### src/rtl/muldiv_unit.sv
// Iterative radix-2 multiply/divide unit: signed/unsigned MUL and DIV with a
// start/done handshake, a full 2*WIDTH result in hi/lo and a divide-by-zero flag.
module muldiv_unit #(
  parameter int WIDTH = 32,
  parameter int CNT_W = $clog2(WIDTH + 1)
) (
  input  logic             clock,
  input  logic             clear,
  input  logic             start,
  input  logic [1:0]       op,
  input  logic [WIDTH-1:0] a,
  input  logic [WIDTH-1:0] b,
  output logic             busy,
  output logic             done,
  output logic [WIDTH-1:0] hi,
  output logic [WIDTH-1:0] lo,
  output logic             dbz
);

  typedef enum logic [2:0] {
    IDLE = 3'd0,
    PREP = 3'd1,
    CALC = 3'd2,
    FIX  = 3'd3,
    DONE = 3'd4
  } state_t;

  state_t             state_r, state_s;
  logic [1:0]         op_r;
  logic [WIDTH-1:0]   a_r, b_r, div_r;
  logic [2*WIDTH:0]   acc_r, step_s;
  logic [CNT_W-1:0]   cnt_r;
  logic               neg_r, rem_neg_r;

  logic               is_div_s, is_signed_s, a_sign_s, b_sign_s, div_zero_s;
  logic [WIDTH-1:0]   mag_a_s, mag_b_s;
  logic [WIDTH:0]     sum_s, trial_s;
  logic [2*WIDTH:0]   shift_s;
  logic [2*WIDTH-1:0] prod_s;
  logic [WIDTH-1:0]   quot_s, rem_s;

  // Next-state logic for the operation sequencer
  always_comb begin
    state_s = state_r;
    case (state_r)
      IDLE: begin
        if (start) state_s = PREP;
        else       state_s = IDLE;
      end
      PREP: begin
        if (div_zero_s) state_s = DONE;
        else            state_s = CALC;
      end
      CALC: begin
        if (cnt_r == CNT_W'(1)) state_s = FIX;
        else                    state_s = CALC;
      end
      FIX:     state_s = DONE;
      DONE:    state_s = IDLE;
      default: state_s = IDLE;
    endcase
  end

  // Operand conditioning, one iteration step and final sign fix-up.
  // The accumulator holds {upper W+1 bits, lower W bits}: for MUL the lower
  // half is the multiplier being shifted out, for DIV it is the dividend
  // being shifted into the partial remainder while quotient bits shift in.
  always_comb begin
    is_div_s    = op_r[1];
    is_signed_s = ~op_r[0];
    a_sign_s    = is_signed_s & a_r[WIDTH-1];
    b_sign_s    = is_signed_s & b_r[WIDTH-1];
    div_zero_s  = is_div_s & (b_r == {WIDTH{1'b0}});
    if (a_sign_s) mag_a_s = -a_r;
    else          mag_a_s = a_r;
    if (b_sign_s) mag_b_s = -b_r;
    else          mag_b_s = b_r;

    sum_s   = acc_r[2*WIDTH:WIDTH];
    shift_s = {acc_r[2*WIDTH-1:0], 1'b0};
    trial_s = shift_s[2*WIDTH:WIDTH] - {1'b0, div_r};
    if (is_div_s) begin
      if (shift_s[2*WIDTH:WIDTH] >= {1'b0, div_r}) step_s = {trial_s, shift_s[WIDTH-1:1], 1'b1};
      else                                         step_s = shift_s;
    end else begin
      if (acc_r[0]) sum_s = acc_r[2*WIDTH:WIDTH] + {1'b0, div_r};
      else          sum_s = acc_r[2*WIDTH:WIDTH];
      step_s = {1'b0, sum_s, acc_r[WIDTH-1:1]};
    end

    if (neg_r) prod_s = -acc_r[2*WIDTH-1:0];
    else       prod_s = acc_r[2*WIDTH-1:0];
    if (neg_r) quot_s = -acc_r[WIDTH-1:0];
    else       quot_s = acc_r[WIDTH-1:0];
    if (rem_neg_r) rem_s = -acc_r[2*WIDTH-1:WIDTH];
    else           rem_s = acc_r[2*WIDTH-1:WIDTH];
  end

  // State, handshake outputs and datapath registers
  always_ff @(posedge clock or negedge clear) begin
    if (!clear) begin
      state_r   <= IDLE;
      busy      <= 1'b0;
      done      <= 1'b0;
      hi        <= {WIDTH{1'b0}};
      lo        <= {WIDTH{1'b0}};
      dbz       <= 1'b0;
      op_r      <= 2'b00;
      a_r       <= {WIDTH{1'b0}};
      b_r       <= {WIDTH{1'b0}};
      div_r     <= {WIDTH{1'b0}};
      acc_r     <= {(2*WIDTH+1){1'b0}};
      cnt_r     <= {CNT_W{1'b0}};
      neg_r     <= 1'b0;
      rem_neg_r <= 1'b0;
    end else begin
      state_r <= state_s;
      busy    <= (state_s == PREP) || (state_s == CALC) || (state_s == FIX);
      done    <= (state_s == DONE);
      case (state_r)
        IDLE: begin
          if (start) begin
            op_r <= op;
            a_r  <= a;
            b_r  <= b;
            dbz  <= 1'b0;
          end
        end
        PREP: begin
          acc_r     <= {{(WIDTH+1){1'b0}}, mag_a_s};
          div_r     <= mag_b_s;
          cnt_r     <= CNT_W'(WIDTH);
          neg_r     <= a_sign_s ^ b_sign_s;
          rem_neg_r <= a_sign_s;
          if (div_zero_s) begin
            hi  <= a_r;
            lo  <= {WIDTH{1'b1}};
            dbz <= 1'b1;
          end
        end
        CALC: begin
          acc_r <= step_s;
          cnt_r <= cnt_r - CNT_W'(1);
        end
        FIX: begin
          if (is_div_s) begin
            hi <= rem_s;
            lo <= quot_s;
          end else begin
            hi <= prod_s[2*WIDTH-1:WIDTH];
            lo <= prod_s[WIDTH-1:0];
          end
        end
        default: begin
        end
      endcase
    end
  end

endmodule

### config.mk
export PLATFORM = sky130hd
export DESIGN_NAME = muldiv_unit
export DESIGN_NICKNAME = d
export VERILOG_FILES = /design/src/rtl/muldiv_unit.sv
export SDC_FILE = /design/constraint.sdc
export NUM_CORES = 1
export LEC_CHECK = 0
export ABC_AREA = 1
export BUFFER_PORTS_ARGS = -buffer_cell sky130_fd_sc_hd__buf_2
export CORE_MARGIN = 1.5
export CORE_UTILIZATION = 57
export DETAILED_ROUTE_END_ITERATION = 12
export PLACE_DENSITY = 0.8
export REMOVE_ABC_BUFFERS = 1
export SYNTH_ARGS = -nofsm -noshare
export SYNTH_HDL_FRONTEND = slang
export SYNTH_SLANG_ARGS = --single-unit
### constraint.sdc
create_clock -name clock -period 3.9 [get_ports clock]
set_input_delay 0.39 -clock clock [delete_from_list [all_inputs] [get_ports clock]]
set_output_delay 0.39 -clock clock [all_outputs]
set_load 0.03 [all_outputs]
==> impl_metrics.yaml <==
run_status:
  outcome: "complete, no violations"
yosys:
  synth_compound_area_share_pct: 12.23
  yosysWarnings: 0
  synth_edf_count: 0
  synth_fa_ha_area_share_pct: 4.481
  ys.flop_type: "dfrtp_1"
  yosysTopAreaCellShare_pct: 29.51
  synth_mux_area_share_pct: 0
  synth_top_family_by_area: "simple AND/OR/NAND/NOR gates"
  async_flop_share_pct: 100.0
  ys_top_cells_by_area: "dfrtp_1, nand2_1, inv_1, nand3_1, nor2_1"
  postSynthCellCount: 3415
  synth.avg_cell_area_sq_um: 5.985
  synthSimpleGateAreaFrac_pct: 39.96
  yosysSeqAreaShare_pct: 29.51
  syn_area_sq_um: 20440
  synth_area_leader_cell: "dfrtp_1"
  synth_cell_types: 48
  synth_xor_area_share_pct: 2.485
  synth_seq_cells: 241
timing:
  hold_violations: 0
  tns_ns: 0
  worst_pin_slew_ns: 0.9727
  drv_slew: 0
  max_freq_mhz: 327.0
  min_period_ns: 3.058
  rsz0062_at_grt: "false"
  setup_violations: 0
  whs_ns: 0.01804
  slew_headroom_pct: 35.16
  skew_ns: 0.02671
  fin_crit_sh_pct: 78.41
job:
  drv_cap: 0
routing:
  routedWlPerCell_um: 20.71
  avgViaCountPerCell: 5.988
  ant_nets: 0
  drtPass1Iterations: 7
  drc_errors: 0
  wirelength_um: 82650
  drt_iter0_drc: 3248
  vias: 23891
worst_hold_path:
  hold-path-endpoint: "b_r[22]"
  hold-path-cell-count: 3
  hold_class: "in2reg"
  hold_start: "b[22]"
global_routing:
  grt_util_met3_pct: 12.77
  grt_use_met2_pct: 65.52
  grt_antenna_before_repair: 3
  grt_pass1_wl_um: 125300
  grt_use_total_pct: 44.48
  met1_usage_pct: 62.12
  first_global_vias: 21678
  gr-total-overflow: 0
  busiest_layer: "met2"
  grt_max_degree: 111
setup_path:
  crit_required_ns: 4.35
  rr_startpoint: "acc_r[60]"
  timing.rr.end: "acc_r[52]"
  end_kind: "register"
  worstPathArrival_ns: 3.51
  r2r_cells: 14
  cp-start-kind: "register"
  critPathKind: "reg2reg"
  crit_fanout: 13
  reg2reg_slack_ns: 0.84
die:
  fp.dieH_um: 192.4
  core_area_sq_um: 35400
  rows: 69
  io_pins: 136
  die-area_sq_um: 37000
  start_util_pct: 57.74
  die_w_um: 192.4
layout:
  antenna_cells: 0
  n_fill_cell: 3441
  stdcell_count: 3990
  finalInstanceArea_sq_um: 22510
  finish.net_count: 3650
  drive_gt1_share_pct: 8.444
  synthToLayoutAreaGrowth_pct: 10.14
place:
  place_hpwl_um: 63700
  io_buffer_count: 135
  gp_congestion: 1.185
  placedCellCount: 3939
  place_area_sq_um: 21570
cts:
  max-clock-path-buffers: 3
  insertion_delay_ns: 0.58
  clkSinkCount: 241
  cts_buffers: 28
  cts_max_level: 1
  cts-root-buf: "clkbuf_16"
  path_clk_slew_ns: 0.06
  post_cts_resized: 0
  cts_tree: "yes"
worst max path at each step:
stage          cells after the start  slack (ns)        end       start
2_1_floorplan                      7       -0.93  acc_r[31]  state_r[1]
3_3_place_gp                      14        0.99  acc_r[52]   acc_r[60]
3_5_place_dp                      14        0.96  acc_r[52]   acc_r[60]
4_1_cts                           14        0.94  acc_r[52]   acc_r[60]
5_1_grt                           14        0.70  acc_r[52]   acc_r[60]
6_report                          14        0.84  acc_r[52]   acc_r[60]
registers in the layout, summed over array words and instances (netlist names):
| signal | count |
|---|---|
| b_r | 32 |
| rem_neg_r | 1 |
| cnt_r | 6 |
| state_r | 3 |
| acc_r | 65 |
| neg_r | 1 |
| busy | 1 |
| op_r | 2 |
| hi | 32 |
| lo | 32 |
| a_r | 32 |
| div_r | 32 |
| done | 1 |
| dbz | 1 |
synthesized netlist by cell type, types with 3 or more instances:
library cell,n
nor2_2,17
a21oi_1,154
a31oi_1,38
buf_2,25
o21ai_1,16
nor4_1,3
nor3_1,29
nand3b_1,10
ha_1,70
or2_2,13
buf_6,4
dfrtp_1,241
o21ai_0,220
nand2_1,1241
nor2_1,320
nand3_1,274
nand4_1,35
o31ai_1,3
and2_1,12
nand3_2,7
inv_2,17
xnor2_1,8
o32ai_1,7
inv_1,467
o22ai_1,4
o211ai_1,12
buf_1,13
nor2_4,4
clkbuf_1,68
xor2_1,50
nand2_2,7
o21bai_1,3
critical path, stage by stage, from the launching register on:
cell and delay (ns):
dfrtp_1 0.66, ha_1 0.39, nand2_1 0.14, clkinv_1 0.10, nand3_1 0.12, nor2_2 0.08, nand2_1 0.09, nand3_2 0.09
nor2_4 0.22, buf_4 0.26, nand3_2 0.17, inv_2 0.31, nand2_1 0.13, nand3_1 0.11, nand2_1 0.05
per-stage QoR:
stage | worst slack, ns | util, %
final | 0.8421 | 63.59
after detailed placement | 0.9610 | 60.94
after CTS | 0.9395 | 63.59
after global placement | 0.9946 | 60.94
after floorplan | -0.9261 | -
after global routing | 0.6975 | 63.59
cells by family after synthesis:
family	count (synthesis)
AO/OA/AOI/OAI	468
XOR/XNOR	58
adder cells (fa/ha/maj)	72
buffers and inverters	599
flip-flops	241
AND/OR/NAND/NOR	1977
area by class of cell:
| type | count | area (sq um) | share of cell area, % |
|---|---|---|---|
| multi-input combinational | 2575 | 12110 | 53.78 |
| sequential | 241 | 6033 | 26.80 |
| inverter | 488 | 1837 | 8.160 |
| timing repair buffer | 175 | 1026 | 4.558 |
| clock buffer | 38 | 809.5 | 3.596 |
| tap | 461 | 576.8 | 2.562 |
| clock inverter | 12 | 121.4 | 0.5392 |
layer usage:
layer | vias to the layer above | wire [um]
met5 | - | 39
met4 | 6 | 3190
met3 | 257 | 11780
met2 | 1633 | 34430
met1 | 11024 | 33210
li1 | 10971 | -
cell usage in the layout, fill, tap and decap left out, types with 8 or more instances in the layout:
cell / synthesis / routed
nand3b_1: 10 / 10
nor2_2: 17 / 17
dfrtp_1: 241 / 239
or2_2: 13 / 13
a31oi_1: 38 / 38
clkinv_2: 1 / 9
nand4_1: 35 / 35
xor2_1: 50 / 50
inv_2: 17 / 18
buf_4: 1 / 36
inv_1: 467 / 465
clkbuf_16: 0 / 29
ha_1: 70 / 70
nand2_2: 7 / 8
o21ai_0: 220 / 220
nor2_1: 320 / 319
o21ai_1: 16 / 16
and2_1: 12 / 12
a21oi_1: 154 / 154
nand2_1: 1241 / 1240
o211ai_1: 12 / 12
buf_2: 25 / 134
xnor2_1: 8 / 8
nor3_1: 29 / 29
nand3_1: 274 / 274
what timing repair did:
action	4_1_cts	5_1_grt
hold buffers	1	0
setup buffers	0	0
endpoints found under the setup margin	0	0
hold endpoints to repair	108	0
Power is not shown: default switching activity piles up to over one toggle a cycle in this logic, so the estimate is an artifact.
